===== src/rtl/encoder_pkg.sv =====
// Shared definitions for the priority encoder family:
// FSM state codes and the index-width helper.
package encoder_pkg;

  localparam logic [0:0] ST_IDLE  = 1'b0;
  localparam logic [0:0] ST_GRANT = 1'b1;

  function automatic int idx_width(input int n);
    int w;
    w = $clog2(n);
    return (w < 1) ? 1 : w;
  endfunction

endpackage


===== src/rtl/priority_encoder_n.sv =====
// Combinational N-bit priority encoder.
// Highest set index wins; all-zero gives idx 0, any 0.
module priority_encoder_n
  import encoder_pkg::*;
#(
  parameter  int WIDTH = 16,
  localparam int IDX_W = idx_width(WIDTH)
) (
  input  logic [WIDTH-1:0] vec,
  output logic [IDX_W-1:0] idx,
  output logic             any
);

  // Ascending scan so the last (highest) set bit wins.
  always_comb begin
    idx = '0;
    any = 1'b0;
    for (int i = 0; i < WIDTH; i++) begin
      if (vec[i]) begin
        idx = IDX_W'(i);
        any = 1'b1;
      end
    end
  end

endmodule


===== src/rtl/priority_grant_arbiter.sv =====
// Registered sticky-request arbiter with fixed or
// round-robin priority and a valid/ack grant handshake.
module priority_grant_arbiter
  import encoder_pkg::*;
#(
  parameter  int WIDTH       = 16,
  parameter  int ROUND_ROBIN = 0,
  localparam int IDX_W       = idx_width(WIDTH)
) (
  input  logic             CLK,
  input  logic             RESET,
  input  logic [WIDTH-1:0] req_in,
  input  logic [WIDTH-1:0] mask,
  input  logic             grant_ack,
  output logic             grant_valid,
  output logic [IDX_W-1:0] grant_idx,
  output logic [WIDTH-1:0] grant_onehot,
  output logic [WIDTH-1:0] pending
);

  logic [0:0]       r_state;
  logic             r_valid;
  logic [IDX_W-1:0] r_idx;
  logic [WIDTH-1:0] r_onehot;
  logic [WIDTH-1:0] r_pending;

  logic             w_accept;
  logic [WIDTH-1:0] w_clr;
  logic [WIDTH-1:0] w_elig;
  logic [IDX_W-1:0] w_win_idx;
  logic             w_win_any;
  logic [WIDTH-1:0] w_win_onehot;

  assign w_accept = (r_state == ST_GRANT) && grant_ack;
  assign w_clr    = w_accept ? r_onehot : '0;
  assign w_elig   = r_pending & mask;

  assign w_win_onehot =
    {{(WIDTH-1){1'b0}}, 1'b1} << w_win_idx;

  generate
    if (ROUND_ROBIN != 0) begin : g_rr
      logic [IDX_W-1:0] r_ptr;
      logic [WIDTH-1:0] w_low;
      logic [IDX_W-1:0] w_lo_idx;
      logic [IDX_W-1:0] w_full_idx;
      logic             w_lo_any;
      logic             w_full_any;

      // Eligible lines strictly below the last winner.
      always_comb begin
        w_low = '0;
        for (int i = 0; i < WIDTH; i++) begin
          w_low[i] = w_elig[i] && (IDX_W'(i) < r_ptr);
        end
      end

      priority_encoder_n #(.WIDTH(WIDTH)) u_enc_lo (
        .vec (w_low),
        .idx (w_lo_idx),
        .any (w_lo_any)
      );

      priority_encoder_n #(.WIDTH(WIDTH)) u_enc_full (
        .vec (w_elig),
        .idx (w_full_idx),
        .any (w_full_any)
      );

      // Below-pointer hit first, else wrap to the top.
      assign w_win_idx = w_lo_any ? w_lo_idx
                                  : w_full_idx;
      assign w_win_any = w_full_any;

      // Pointer remembers the last accepted grant.
      always_ff @(posedge CLK) begin
        if (RESET) begin
          r_ptr <= '0;
        end else if (w_accept) begin
          r_ptr <= r_idx;
        end
      end
    end else begin : g_fixed
      priority_encoder_n #(.WIDTH(WIDTH)) u_enc (
        .vec (w_elig),
        .idx (w_win_idx),
        .any (w_win_any)
      );
    end
  endgenerate

  // Sticky pending bits; a new request beats a clear.
  always_ff @(posedge CLK) begin
    if (RESET) begin
      r_pending <= '0;
    end else begin
      r_pending <= (r_pending & ~w_clr) | req_in;
    end
  end

  // Grant FSM: latch a winner, hold it until acked.
  always_ff @(posedge CLK) begin
    if (RESET) begin
      r_state  <= ST_IDLE;
      r_valid  <= 1'b0;
      r_idx    <= '0;
      r_onehot <= '0;
    end else begin
      unique case (r_state)
        ST_IDLE: begin
          if (w_win_any) begin
            r_idx    <= w_win_idx;
            r_onehot <= w_win_onehot;
            r_valid  <= 1'b1;
            r_state  <= ST_GRANT;
          end
        end
        ST_GRANT: begin
          if (grant_ack) begin
            r_valid  <= 1'b0;
            r_onehot <= '0;
            r_state  <= ST_IDLE;
          end
        end
        default: r_state <= ST_IDLE;
      endcase
    end
  end

  assign grant_valid  = r_valid;
  assign grant_idx    = r_idx;
  assign grant_onehot = r_onehot;
  assign pending      = r_pending;

endmodule


===== config.mk =====
export PLATFORM = sky130hd
export DESIGN_NAME = priority_grant_arbiter
export DESIGN_NICKNAME = d
export VERILOG_FILES = /design/src/rtl/encoder_pkg.sv /design/src/rtl/priority_encoder_n.sv /design/src/rtl/priority_grant_arbiter.sv
export SDC_FILE = /design/constraint.sdc
export NUM_CORES = 1
export LEC_CHECK = 0
export CAP_MARGIN = 20
export CORE_UTILIZATION = 45
export CTS_BUF_LIST = sky130_fd_sc_hd__clkbuf_16
export CTS_CLUSTER_DIAMETER = 50
export DETAILED_ROUTE_END_ITERATION = 8
export PLACE_DENSITY = 0.95
export SYNTH_ARGS = -nofsm -noshare
export SYNTH_HDL_FRONTEND = slang
export SYNTH_HIERARCHICAL = 1
export SYNTH_SLANG_ARGS = --single-unit

===== constraint.sdc =====
create_clock -name CLK -period 3.05 [get_ports CLK]
set_input_delay 0.61 -clock CLK [delete_from_list [all_inputs] [get_ports CLK]]
set_output_delay 0.61 -clock CLK [all_outputs]
set_load 0.05 [all_outputs]

## Word-level counts from Yosys, hierarchy flattened

Index checks and enable logic that the tools add are counted.

| word-level totals | value |
|---|---|
| memories | 0 |
| memory bits (read-only) | 0 |
| flip-flop bits (word level) | 38 |
| bits in writable memories | 0 |
| input port bits | 35 |
| bits in latches | 0 |

| operators by class | value |
|---|---|
| shifts and indexed selects | 1 |
| multiply operators | 0 |
| $lt $le $gt $ge | 0 |
| reduce and logical (&&, ||, !) cells | 3 |
| divide/modulo/power cells | 0 |
| multiplexer cells | 41 |
| add/subtract/negate cells | 0 |
| bitwise gates (word level) | 5 |
| eq/ne operators | 2 |

Operator list:

| cell | count |
|---|---|
| 16-bit two-way mux | 3 |
| 16-bit bitwise AND | 2 |
| 4-bit two-way mux | 8 |
| 16-bit case mux with 2 select lines | 1 |
| 1-bit two-way mux | 21 |
| 16-bit inverter | 1 |
| 16-bit OR | 1 |
| 1-bit by 4-bit left shift with 16-bit output, first input constant | 1 |
| 3-bit two-way mux | 4 |
| 2-bit two-way mux | 2 |
| 1-bit case mux with 2 select lines | 2 |
| 2-bit AND reduction | 2 |
| 2-bit by 1-bit != test with 1-bit output, second input constant | 1 |
| 2-bit != test, second input constant | 1 |
| 1-bit logical AND | 1 |
| 1-bit inverter | 1 |

## Logic depth before layout (Yosys ltp)

| logic depth | value |
|---|---|
| word-level depth | 19 |
| depth in mapped cells | 8 |
| mapped depth without buffers | 7 |

## Cells and area by module

Netlist, hierarchy kept.

By module, submodules not included:

| module | area an instance (um2) | cells an instance | seq. area each (um2) | instances |
|---|---|---|---|---|
| priority_grant_arbiter | 1492.7 | 159 | 760.7 | 1 |
| priority_encoder_n | 161.4 | 29 | 0.0 | 1 |

## Worst setup path after synthesis

OpenSTA, ideal clock, no wires.

| timing | value |
|---|---|
| path kind | flip-flop to flip-flop |
| start | register r_pending[5] (netlist: pending[5]) |
| end | register r_onehot[1] (netlist: grant_onehot[1]) |
| arrival | 2.157 ns |
| path slack | 0.833 ns |
| library setup time | 0.061 ns |
| buffers on the path | 0 |
| cell stages (with the launch flop) | 8 |
| data required time | 2.989 ns |
| cells stage by stage | dfxtp_1 -> and2_1 -> nor2_1 -> a221o_1 -> a31oi_1 -> nor2b_1 -> nor2b_1 -> a22o_1 |

| on the way | value |
|---|---|
| cells in the longest elaborated chain, start to end | 15 |
| elaborated cells between the ends (all ways) | 28 |
| those cells by class | eq/ne (1); shift (1); mux (24); bitwise (1); reduce/logical (1) |

Ends and longest elaborated chain:

| item | RTL line | RTL |
|---|---|---|
| start, declared | priority_grant_arbiter.sv:25 | `logic [WIDTH-1:0] r_pending;` |
| start signal, assigned | priority_grant_arbiter.sv:97 | `r_pending <= (r_pending & ~w_clr) \| req_in;` |
| 16-bit bitwise AND | priority_grant_arbiter.sv:36 | `assign w_elig = r_pending & mask;` |
| named net w_elig[5] | priority_grant_arbiter.sv:29 | `logic [WIDTH-1:0] w_elig;` |
| 3-bit two-way mux (3 in series) | priority_encoder_n.sv:19 | `if (vec[i]) begin` |
| 4-bit two-way mux (8 in series) | priority_encoder_n.sv:19 |  |
| named net w_win_idx[0] | priority_grant_arbiter.sv:30 | `logic [IDX_W-1:0] w_win_idx;` |
| 1-bit by 4-bit left shift with 16-bit output | priority_grant_arbiter.sv:39 | `{{(WIDTH-1){1'b0}}, 1'b1} << w_win_idx;` |
| 16-bit two-way mux | priority_grant_arbiter.sv:111 | `if (w_win_any) begin` |
| 16-bit case mux with 2 select lines | priority_grant_arbiter.sv:109 | `unique case (r_state)` |
| end signal, assigned | priority_grant_arbiter.sv:113 | `r_onehot <= w_win_onehot;` |
| end, declared | priority_grant_arbiter.sv:24 | `logic [WIDTH-1:0] r_onehot;` |

The timed path passes the listed nets, and every way through them passes these cells. The select of a mux whose other input is x is not followed.
A chain may end at the register's enable or synchronous reset.

## Final worst setup path

| timing | value |
|---|---|
| start | input mask[5] |
| end | register r_onehot[1] (netlist: grant_onehot[1]) |

| on the way | value |
|---|---|
| cells in the longest elaborated chain, start to end | 15 |
| elaborated cells between the ends (all ways) | 28 |
| those cells by class | eq/ne (1); shift (1); mux (24); bitwise (1); reduce/logical (1) |

Ends and longest elaborated chain:

| item | RTL line | RTL |
|---|---|---|
| start, declared | priority_grant_arbiter.sv:13 | `input logic [WIDTH-1:0] mask,` |
| 16-bit bitwise AND | priority_grant_arbiter.sv:36 |  |
| named net w_elig[5] | priority_grant_arbiter.sv:29 |  |
| 3-bit two-way mux (3 in series) | priority_encoder_n.sv:19 |  |
| 4-bit two-way mux (8 in series) | priority_encoder_n.sv:19 |  |
| named net w_win_idx[0] | priority_grant_arbiter.sv:30 |  |
| 1-bit by 4-bit left shift with 16-bit output | priority_grant_arbiter.sv:39 |  |
| 16-bit two-way mux | priority_grant_arbiter.sv:111 |  |
| 16-bit case mux with 2 select lines | priority_grant_arbiter.sv:109 |  |

The timed path passes the listed nets, and every way through them passes these cells. The select of a mux whose other input is x is not followed.

==> impl_metrics.toml <==
[run_status]
status = "finished clean"

[route]
drtIter0Drc = 104
finalWirelength_mm = 5.09
post_drt_wl_per_cell_um = 16.5
ant_nets = 0
vias_per_cell = 5.59
drc = 0
first_pass_iters = 5
vias = 1722

[final_layout]
finalNetCount = 296
layout-drive-gt1-share = 0.0687
design_area_um2 = 2540
syn_to_final_growth_pct = 53.6
n_antenna_cell = 0

[power]
ir_drop_mv = 0.484
leakagePower_nw = 0.954
powerDensity_nw_per_um2 = 562

[die]
rows = 21
die_h_um = 62.6
core_um2 = 3420
dieWidth_um = 62.6
io_pins = 72
die-area_um2 = 3920
start_util = 0.484

[timing]
worst_pin_slew_ns = 0.764
slew_violations = 0
fin_setup_tns_ns = 0
layout_min_cycle_time_ns = 2.58
hold_violations = 0
fin_crit_sh = 0.846
slew_headroom = 0.490
skew_ns = 0.00440
rsz0062_at_grt = "false"
finalSetupViolations = 0
fmax_mhz = 388

[synth]
synthTopCellsByCount = "38 x dfxtp_1, 26 x nor2_1, 22 x a21oi_1"
yosys_register_bits = 38
synth.area.top_cells = "dfxtp_1 46%, a21oi_1 6.7%, and2_1 6.1%, nor2_1 5.9%, a32o_1 4.8%"
yosysTopAreaCell = "dfxtp_1"
seq_area_frac_synth = 0.460
synth_most_common_cell = "dfxtp_1"
synthDistinctLibCells = 30
synth_top_area_frac = 0.460
synth_top_flop_cell = "dfxtp_1"
synth_area_per_cell_um2 = 8.80
syn_area_um2 = 1650
synth_edf_count = 0
syn_nets = 223
ys_warn_count = 6
synthCells = 188
async_flop_share = 0

[setup_path]
reg2reg_from = "pending[3]"
path_delay_family = "compound AO/OA/AOI/OAI gates"
startpoint = "mask[5]"
cp_common_cell = "nor2b_1"
path_max_fanout = 6
worstPathArrival_ns = 2.79
cp_cell_sequence = "clkdlybuf4s50_1, and2_1, nor2_1, a221o_1, a31oi_1, nor2b_1, nor2b_1, a22o_1"
endpoint_kind = "flip-flop"
crit_path_start_kind = "primary input"
slowest_stage = "a31oi_1"
crit_buf_inv = 1
max_stage_delay_ns = 0.46
worst-setup-path-type = "in2reg"
crit_required_ns = 3.26

[global_route]
grt_max_degree = 26
antenna_found_initial = 0
grt_pass1_vias = 1689
grt_pass1_wl_mm = 8.34
grt_overflow = 0
grt_use_total = 0.270

[min_path]
hold_start = "grant_idx[3]"
hp-class = "reg2reg"

[clock_network]
cts_setup_buffers = 0
cts.sinks = 38
clk_pin_slew_ns = 0.05
clock_latency_ns = 0.27
cts_buffer_depth = 2
cts_tree = "yes"
h-tree-depth = 2
holdBufCountCts = 0
cts_made_buffers = 5
cts_root_buf = "clkbuf_16"
cts_resized = 0

[placement]
place_congestion = 0.867
hpwlAfterDp_mm = 3.68
dpl-instance-area_um2 = 2400
portBuffers = 71

[flow_run]
cap_violations = 0
[state kept, by name (all words and copies together) (netlist names)]
signal        count
grant_idx         4
grant_onehot     16
grant_valid       1
pending          16
r_state           1
[path summary, 6_finish.rpt]
path,end,depth (start not counted),slack (ns)
max,grant_onehot[1],8,0.47
max reg2reg,grant_onehot[1],7,0.89
min,grant_idx[3],2,0.46
min reg2reg,grant_idx[3],2,0.46
[logic make-up after synthesis]
| group | count (synthesis) | synth area share |
|---|---|---|
| buffers and inverters | 12 | 0.0416 |
| AOI/OAI and AO/OA | 44 | 0.187 |
| DFF | 38 | 0.460 |
| and+or+nand+nor | 94 | 0.312 |
[area by class of cell]
class	count	area [um2]
fill	233	876
multi-input combinational	138	825
sequential	38	761
timing repair buffer	77	756
clock buffer	5	125
tap	46	57.6
clock inverter	3	12.5
inverter	1	3.75
[metrics by stage]
step / hold WS (ns) / util / std cells / power, W / setup WS (ns)
2_1_floorplan: 0.587 / - / 188 / 0.000807 / 0.833
3_3_place_gp: 0.446 / 0.703 / 300 / 0.000941 / 0.336
3_5_place_dp: 0.447 / 0.703 / 300 / 0.000949 / 0.286
4_1_cts: 0.454 / 0.744 / 308 / 0.00143 / 0.504
5_1_grt: 0.465 / 0.744 / 308 / 0.00148 / 0.302
6_report: 0.456 / 0.744 / 308 / 0.00143 / 0.470
[worst min-delay path, cell delays in order, from the launching register on]
cell and delay [ns]:
dfxtp_1 0.30, nand2_1 0.05, a21oi_1 0.05
[report_power, final]
part	internal [W]	total, W	switching (W)
Clock	0.000295	0.000482	0.000187
Sequential	0.000530	0.000564	0.0000334
Combinational	0.000153	0.000382	0.000228
Total	0.000979	0.00143	0.000448
[per-layer routing]
layer  GRT usage  wire [um]
met2       0.440       2460
met4      0.0814         27
met1       0.351       2210
met3      0.0639        385
met5           0          0
[placed cells by master (no fill, tap or decap), drive strengths merged]
master,count
clkdlybuf4s50,71
dfxtp,38
nor2,26
a21oi,22
and2,16
nand3,16
nand2,12
a32o,8
a22o,8
nor2b,7
buf,6
nand2b,5
clkbuf,5
nor4,4
nor3,3
nor3b,2
inv,2
clkinv,2
and3,1
o31a,1
o21ai,1
o211ai,1
a221o,1
or3b,1
a311oi,1
a31oi,1
nand4,1
Note: power is estimated with default switching activity, not from simulation.
